[config.mk]
export PLATFORM = sky130hd
export DESIGN_NAME = coef_stream_rom
export DESIGN_NICKNAME = d
export VERILOG_FILES = /design/src/rtl/cos_pkg.sv /design/src/rtl/coef_table.sv /design/src/rtl/coef_stream_rom.sv
export SDC_FILE = /design/constraint.sdc
export NUM_CORES = 1
export LEC_CHECK = 0
export BUFFER_PORTS_ARGS = -buffer_cell sky130_fd_sc_hd__buf_2
export CORE_ASPECT_RATIO = 1.1
export CORE_MARGIN = 8
export CORE_UTILIZATION = 50
export CTS_CLUSTER_SIZE = 16
export DETAILED_ROUTE_END_ITERATION = 12
export PLACE_DENSITY = 0.83
export SLEW_MARGIN = 20
export SYNTH_ARGS = -nofsm -noshare
export SYNTH_HDL_FRONTEND = slang
export SYNTH_HIERARCHICAL = 1
export SYNTH_SLANG_ARGS = --single-unit
export TNS_END_PERCENT = 20
[constraint.sdc]
create_clock -name clk -period 2.85 [get_ports clk]
set_input_delay 0.285 -clock clk [delete_from_list [all_inputs] [get_ports clk]]
set_output_delay 0.285 -clock clk [all_outputs]
set_load 0.005 [all_outputs]
[src/rtl/cos_pkg.sv]
// rtl/cos_pkg.sv - shared constants, coefficient table and FSM state type for the cosine datapath
//
// Purpose: single source for the coefficient width/depth, the coefficient
//          contents and the streaming FSM state encoding.
// Ports:   none (package).
package cos_pkg;

  localparam int COEF_W     = 16;
  localparam int COEF_DEPTH = 8;

  // Signed fixed-point series coefficients, entry 0 first.
  localparam logic [COEF_W-1:0] COEF_TABLE [COEF_DEPTH] = '{
    16'hFC00,
    16'hFF55,
    16'h0400,
    16'hFFDB,
    16'h0011,
    16'hFFF0,
    16'h0007,
    16'hFFFD
  };

  typedef enum logic {
    IDLE   = 1'b0,
    STREAM = 1'b1
  } state_t;

endpackage

[src/rtl/coef_table.sv]
// rtl/coef_table.sv - purely combinational indexed coefficient lookup
//
// Purpose: returns the coefficient for i_idx; any index outside the table
//          (or beyond the package contents) reads as zero.
// Ports:
//   i_idx   in  AW+1   lookup index (one extra bit so out-of-range is expressible)
//   o_data  out WIDTH  coefficient, zero when i_idx is out of range
module coef_table
  import cos_pkg::*;
#(
  parameter int WIDTH = 16,
  parameter int DEPTH = 8,
  parameter int AW    = 3
) (
  input  logic [AW:0]      i_idx,
  output logic [WIDTH-1:0] o_data
);

  // Only entries that exist both in this instance and in the package table.
  localparam int N_ENT = (DEPTH < COEF_DEPTH) ? DEPTH : COEF_DEPTH;

  always_comb begin
    o_data = '0;
    for (int i = 0; i < N_ENT; i++) begin
      if (i_idx == (AW+1)'(i)) begin
        o_data = WIDTH'($signed(COEF_TABLE[i]));
      end
    end
  end

endmodule

[src/rtl/coef_stream_rom.sv]
// rtl/coef_stream_rom.sv - coefficient store streaming a contiguous run over valid/ready
//
// Purpose: on a valid start, streams entries base..base+len-1 one per cycle
//          with backpressure; malformed requests are rejected with an err pulse.
// Ports:
//   clk        in  1      clock, rising edge
//   rst        in  1      asynchronous active-high reset
//   start      in  1      request pulse, sampled only in IDLE
//   base       in  AW     first entry index
//   len        in  AW+1   entries to stream, 1..DEPTH
//   busy       out 1      high while streaming
//   out_valid  out 1      beat available
//   out_ready  in  1      consumer accepts beat
//   out_data   out WIDTH  coefficient at out_idx
//   out_idx    out AW     index of current beat
//   out_last   out 1      final beat of run
//   err        out 1      one-cycle pulse on rejected start
module coef_stream_rom
  import cos_pkg::*;
#(
  parameter int WIDTH = 16,
  parameter int DEPTH = 8
) (
  input  logic                       clk,
  input  logic                       rst,
  input  logic                       start,
  input  logic [$clog2(DEPTH)-1:0]   base,
  input  logic [$clog2(DEPTH):0]     len,
  output logic                       busy,
  output logic                       out_valid,
  input  logic                       out_ready,
  output logic [WIDTH-1:0]           out_data,
  output logic [$clog2(DEPTH)-1:0]   out_idx,
  output logic                       out_last,
  output logic                       err
);

  localparam int AW = $clog2(DEPTH);

  state_t            r_state;
  logic [AW-1:0]     r_idx;
  logic [AW:0]       r_rem;
  logic [WIDTH-1:0]  r_data;
  logic              r_valid;
  logic              r_last;
  logic              r_busy;
  logic              r_err;

  logic [AW+1:0]     w_sum;
  logic              w_req_bad;
  logic              w_handshake;
  logic [AW:0]       w_next_idx;
  logic [WIDTH-1:0]  w_lut_data;

  // Two extra bits so base+len never wraps before the compare.
  assign w_sum       = {2'b00, base} + {1'b0, len};
  assign w_req_bad   = (len == '0) || (w_sum > (AW+2)'(DEPTH));
  assign w_handshake = r_valid & out_ready;

  // The lookup follows the index that will be registered next: base when
  // launching a run, idx+1 when advancing within one.
  assign w_next_idx  = (r_state == IDLE) ? {1'b0, base}
                                         : ({1'b0, r_idx} + (AW+1)'(1));

  coef_table #(
    .WIDTH (WIDTH),
    .DEPTH (DEPTH),
    .AW    (AW)
  ) u_coef_table (
    .i_idx  (w_next_idx),
    .o_data (w_lut_data)
  );

  always_ff @(posedge clk or posedge rst) begin
    if (rst) begin
      r_state <= IDLE;
      r_idx   <= '0;
      r_rem   <= '0;
      r_data  <= '0;
      r_valid <= 1'b0;
      r_last  <= 1'b0;
      r_busy  <= 1'b0;
      r_err   <= 1'b0;
    end else begin
      r_err <= 1'b0;
      case (r_state)
        IDLE: begin
          if (start) begin
            if (w_req_bad) begin
              r_err <= 1'b1;
            end else begin
              r_state <= STREAM;
              r_idx   <= base;
              r_rem   <= len;
              r_data  <= w_lut_data;
              r_last  <= (len == (AW+1)'(1));
              r_valid <= 1'b1;
              r_busy  <= 1'b1;
            end
          end
        end
        STREAM: begin
          // start is deliberately ignored here: no queueing, no err.
          if (w_handshake) begin
            if (r_last) begin
              r_state <= IDLE;
              r_valid <= 1'b0;
              r_last  <= 1'b0;
              r_busy  <= 1'b0;
            end else begin
              r_idx  <= r_idx + AW'(1);
              r_rem  <= r_rem - (AW+1)'(1);
              r_data <= w_lut_data;
              r_last <= (r_rem == (AW+1)'(2));
            end
          end
        end
        default: r_state <= IDLE;
      endcase
    end
  end

  assign busy      = r_busy;
  assign out_valid = r_valid;
  assign out_data  = r_data;
  assign out_idx   = r_idx;
  assign out_last  = r_last;
  assign err       = r_err;

endmodule

* Word level (Yosys, flattened, before mapping)
Index checks and enable logic that the tools add are counted.
Storage, ports and cells: bits in registers 27, input bits 11, output and inout bits 23
Operators by class: add/sub/neg operators 4, $lt $le $gt $ge 1, equal/unequal tests 14, mux-type cells 42, bitwise operators 2, reduce and logical (&&, ||, !) cells 6
Operators with widths (count):
- 2-to-1 mux 16 bit | 12
- case mux 16 bit (2 select lines) | 1
- 2-to-1 mux 4 bit | 5
- equality test 4 x 3 -> 1 bit, second input constant | 4
- 2-to-1 mux 1 bit | 15
- equality test 4 x 2 -> 1 bit, second input constant | 3
- 2-to-1 mux 3 bit | 4
- equality test 4 x 1 -> 1 bit, second input constant | 2
- logical NOT 4 bit | 2
- case mux 4 bit (2 select lines) | 1
- AND reduction 4 bit | 2
- inequality test 2 bit, second input constant | 3
- case mux 1 bit (2 select lines) | 3
- case mux 3 bit (2 select lines) | 1
- adder 3 x 4 -> 5 bit | 1
- greater-than comparator 5 x 4 -> 1 bit, second input constant | 1
- adder 3 x 1 -> 4 bit, second input constant | 1
- inequality test 2 x 1 -> 1 bit, second input constant | 2
- subtractor 4 x 1 -> 4 bit, second input constant | 1
- adder 3 x 1 -> 3 bit, second input constant | 1
- AND reduction 3 bit | 1
- AND 1 bit | 1
- logical OR 1 bit | 1
- inverter 1 bit | 1

* Depth between registers and ports, before layout
word-level depth 14, gate-level depth with buffers 9, gate-level depth less buffers 8

* Cells and area by module
The synthesis kept the hierarchy.
By module, submodules not included:
- coef_stream_rom | instances 1, cells an instance 123, area an instance 1531.5 um2, sequential area each 675.6 um2
- coef_table | instances 1, cells an instance 25, area an instance 168.9 um2, sequential area each 0.0 um2

* Least setup slack after synthesis
No wires, ideal clock.
kind input to register, start point in base[0], end point reg r_data[0] (netlist: out_data[0]), data arrival time 2.279 ns, required time 2.725 ns, setup slack 0.446 ns, stages 9, path buffers 1, cell sequence ha_1 -> inv_1 -> fa_1 -> nand2b_1 -> a2bb2oi_1 -> or4_4 -> nand3_4 -> buf_12 -> mux2_4
On the way: longest elaborated chain between the ends 12, elaborated cells between the ends (all ways) 25, classes of those cells add/sub (1); order compare (1); eq/ne (8); mux (13); reduce/logical (2)
RTL lines:
- from (decl) | RTL line coef_stream_rom.sv:27 | input logic [$clog2(DEPTH)-1:0] base,
- 2-to-1 mux 4 bit | RTL line coef_stream_rom.sv:62 | assign w_next_idx = (r_state == IDLE) ? {1'b0, base}
- equality test 4 x 1 -> 1 bit | RTL line coef_table.sv:25 | if (i_idx == (AW+1)'(i)) begin
- 2-to-1 mux 16 bit (7 in a row) | RTL line coef_table.sv:25
- 2-to-1 mux 16 bit (on tied branches) | RTL line coef_stream_rom.sv:105, coef_stream_rom.sv:89
- 2-to-1 mux 16 bit (on tied branches) | RTL line coef_stream_rom.sv:104, coef_stream_rom.sv:88
- case mux 16 bit (2 select lines) | RTL line coef_stream_rom.sv:86 | case (r_state)
- to (signal assigned) | RTL line coef_stream_rom.sv:95 | r_data <= w_lut_data;
- to (signal assigned) | RTL line coef_stream_rom.sv:113 | r_data <= w_lut_data;
- to (decl) | RTL line coef_stream_rom.sv:43 | logic [WIDTH-1:0] r_data;
Parallel ways exist; a longest one is shown, timed or not. The select of a mux whose other input is x is not followed. A chain may end at the register's enable or synchronous reset.

* Final worst setup path
start point in len[0], end point reg r_data[13] (netlist: out_data[13])
On the way: longest elaborated chain between the ends 5, elaborated cells between the ends (all ways) 6, classes of those cells add/sub (1); order compare (1); eq/ne (1); reduce/logical (3)
RTL lines:
- from (decl) | RTL line coef_stream_rom.sv:28 | input logic [$clog2(DEPTH):0] len,
- adder 3 x 4 -> 5 bit | RTL line coef_stream_rom.sv:56 | assign w_sum = {2'b00, base} + {1'b0, len};
- greater-than comparator 5 x 4 -> 1 bit | RTL line coef_stream_rom.sv:57 | assign w_req_bad = (len == '0) || (w_sum > (AW+2)'(DEPTH));
- logical OR 1 bit * | RTL line coef_stream_rom.sv:57
- inequality test 2 bit (no line) *
- AND reduction 4 bit (no line) *
Mark *: on every way between the ends. The rest lies on a longest branch, timed or not.

==> impl_metrics.ini <==
[setup_path]
rr_worst_depth = 5
timing.rr.end = out_data[13]
required_ns = 3.07
worst_setup_path_end_kind = flip-flop
r2r_start = r_state
start_kind = input pin
r2r_slack_ns = 0.64
crit_start = len[0]
crit_type = in2reg
worstPathArrival_ns = 2.63
worst-path-max-fanout = 9
endpoint = out_data[13]

[sta]
rsz0062_at_grt = false
slew_headroom_pct = 36.4
setup_violations = 0
fmax_mhz = 414
finalHoldViolations = 0
period_share_pct = 84.8
tns_ns = 0
clock_skew_ns = 0.00290
slew_viol_final = 0
min_period_ns = 2.42
worst_slew_pin_slew_ns = 0.948

[die]
core-area_um2 = 3300
fp.dieArea_um2 = 5520
dieHeight_um = 77.2
start_util_pct = 51.5
io_pins = 34
rows = 22
fp.dieW_um = 71.6

[synth]
netlist_area_um2 = 1700
syn_inst = 148
avgSynthCellArea_um2 = 11.5
yosysSeqAreaShare_pct = 39.7
yosysWarnings = 6
synth_cell_types = 41
synth-seq-cells = 27
syn_nets = 166

[status]
status = finished, final reports clean

[detailed_routing]
drt-wirelength-per-cell_um = 15.8
dr.pass1.iters = 4
vias = 1180
drt_wl_total_um = 3360
drt-vias-per-instance = 5.54
first_iter_violations = 42
drc = 0
ant_nets = 0

[grt]
grt_pass1_wl_um = 5660
antenna_found_initial = 0
grt_pass1_vias = 1252
grt.total_usage_pct = 12.5
grt_max_degree = 28
overflow = 0

[placed_design]
dp_cells = 209
port_buffers = 33
hpwl_um = 2630
gp_congestion = 0.803

[cts]
root_buffer = clkbuf_4
cts.path.max_buffers = 2
post_cts_resized = 0
post_cts_buffers = 0
cts_tree = done
clock_latency_ns = 0.32
cts_buffers = 3
clkTransAtPathRegs_ns = 0.13
h-tree-depth = 1
clkSinkCount = 27
postCtsHoldBufs = 0

[final_layout]
multiInputGateArea_um2 = 872
layoutNonFillerInstCount = 213
final_layout_size_suffix_gt1_share_pct = 39.5
nFillCells = 291
antenna_cells = 0
finalNetCount = 196
area_delta_synth_final_pct = 9.20
regArea_um2 = 676
utilization_pct = 56.2

[power_and_ir_drop]
p_per_area_nw_per_um2 = 1170
vdd_drop_max_mv = 0.543
leakagePower_nw = 0.895

[min_path]
hold_path_class = in2async

[flow_run]
drv_cap = 0
-- logic make-up after synthesis --
family / Yosys count / synth area share [%]
compound gates: 23 / 9.79
xor+xnor: 3 / 1.55
fa+ha+maj: 7 / 5.59
buf+inv: 21 / 8.98
flops: 27 / 39.7
mux: 21 / 17.9
simple gates: 46 / 16.5
-- cell usage after synthesis --
cell type | count | share of area, %
dfrtp_1 | 27 | 40
mux2_4 | 18 | 16
inv_1 | 10 | 2.2
a21oi_1 | 9 | 2.6
nor2_1 | 8 | 1.8
buf_4 | 7 | 3.1
nand3_1 | 7 | 2.1
ha_1 | 6 | 4.4
o21ai_0 | 6 | 1.8
nor3_1 | 5 | 1.5
nand2_1 | 4 | 0.88
mux2_2 | 3 | 2.0
xnor2_1 | 3 | 1.5
a32oi_1 | 2 | 1.0
and2_2 | 2 | 0.88
buf_12 | 2 | 2.4
buf_6 | 2 | 1.3
nand2b_1 | 2 | 0.74
nand3b_1 | 2 | 0.88
nor3b_1 | 2 | 0.88
a2bb2oi_1 | 1 | 0.52
and2_1 | 1 | 0.37
and3_1 | 1 | 0.37
and3b_2 | 1 | 0.59
and4_1 | 1 | 0.52
fa_1 | 1 | 1.2
nand3_4 | 1 | 1.0
nor2b_1 | 1 | 0.37
nor4_1 | 1 | 0.37
o21ai_4 | 1 | 0.96
o21ba_2 | 1 | 0.59
o221a_1 | 1 | 0.66
o2bb2a_4 | 1 | 1.2
o31ai_1 | 1 | 0.44
or2_2 | 1 | 0.37
or2b_1 | 1 | 0.44
or2b_2 | 1 | 0.52
or3_1 | 1 | 0.37
or3b_1 | 1 | 0.52
or4_1 | 1 | 0.44
or4_4 | 1 | 0.66
-- worst max-delay path, stage by stage --
cell and delay [ns]:
buf_2 0.13, ha_1 0.19, inv_1 0.07, fa_1 0.48
nand2b_1 0.07, a2bb2oi_1 0.16, or4_4 0.57, nand3_4 0.17
buf_4 0.20, mux2_4 0.30
-- layout by cell type, fill, tap and decap left out, types with 2 or more instances in the layout --
master / n
nand3_1: 7
xnor2_1: 3
and2_2: 2
nand2_1: 4
nor3_1: 5
inv_1: 9
buf_4: 2
dfrtp_1: 27
buf_2: 33
nand2b_1: 2
nor2_1: 8
nor3b_1: 2
mux2_2: 3
nand3b_1: 2
o21ai_0: 6
mux2_4: 18
a32oi_1: 2
ha_1: 6
a21oi_1: 9
clkbuf_4: 3
-- power by group --
group / switching [W] / internal, W / leakage [nW]
registers: 0.000157 / 0.000568 / 0.320
clock network: 0.000105 / 0.0000547 / 0.0150
logic: 0.000546 / 0.000736 / 0.561
-- registers in the layout, summed over array words and instances, names as in the netlist --
register	cells
out_data	16
busy	1
out_idx	3
err	1
r_rem	4
r_state	1
out_last	1
-- metal layers --
metal | wire (um) | share of wire [%] | vias to the layer above | GRT usage (%)
li1 | - | - | 578 | -
met1 | 1500 | 45 | 563 | 14.9
met2 | 1600 | 48 | 35 | 20.8
met3 | 205 | 6.1 | 4 | 2.73
met4 | 53 | 1.6 | 0 | 5.52
met5 | 0 | 0 | - | 0
-- stage by stage --
stage,worst slack [ns],area (um^2),total power [W],hold slack [ns]
global placement,0.193,1830,0.00197,0.487
floorplan,0.446,1700,0.00184,0.338
global route,0.344,1860,0.00233,0.0866
detailed placement,0.0806,1830,0.00202,0.497
CTS,0.450,1860,0.00218,0.194
finish,0.433,1860,0.00217,0.0404
-- how the worst min path moves through the flow --
| stage | startpoint | endpoint | slack, ns | cells after the start |
|---|---|---|---|---|
| after floorplan | rst | busy | 0.34 | 1 |
| final | rst | out_data[8] | 0.04 | 2 |
| after global routing | rst | out_data[11] | 0.09 | 2 |
| after detailed placement | out_data[2] | out_data[2] | 0.50 | 1 |
| after global placement | out_data[1] | out_data[1] | 0.49 | 1 |
| after CTS | out_ready | busy | 0.19 | 2 |
-- area by class of cell --
| type | instances | share of cell area, % |
|---|---|---|
| multi-input cells | 100 | 47.0 |
| inverters | 10 | 2.02 |
| clock buffers | 4 | 1.42 |
| well taps | 36 | 2.43 |
| flip-flops and latches | 27 | 36.4 |
| repair buffers | 36 | 10.8 |
Note: power is estimated with default switching activity, not from simulation.
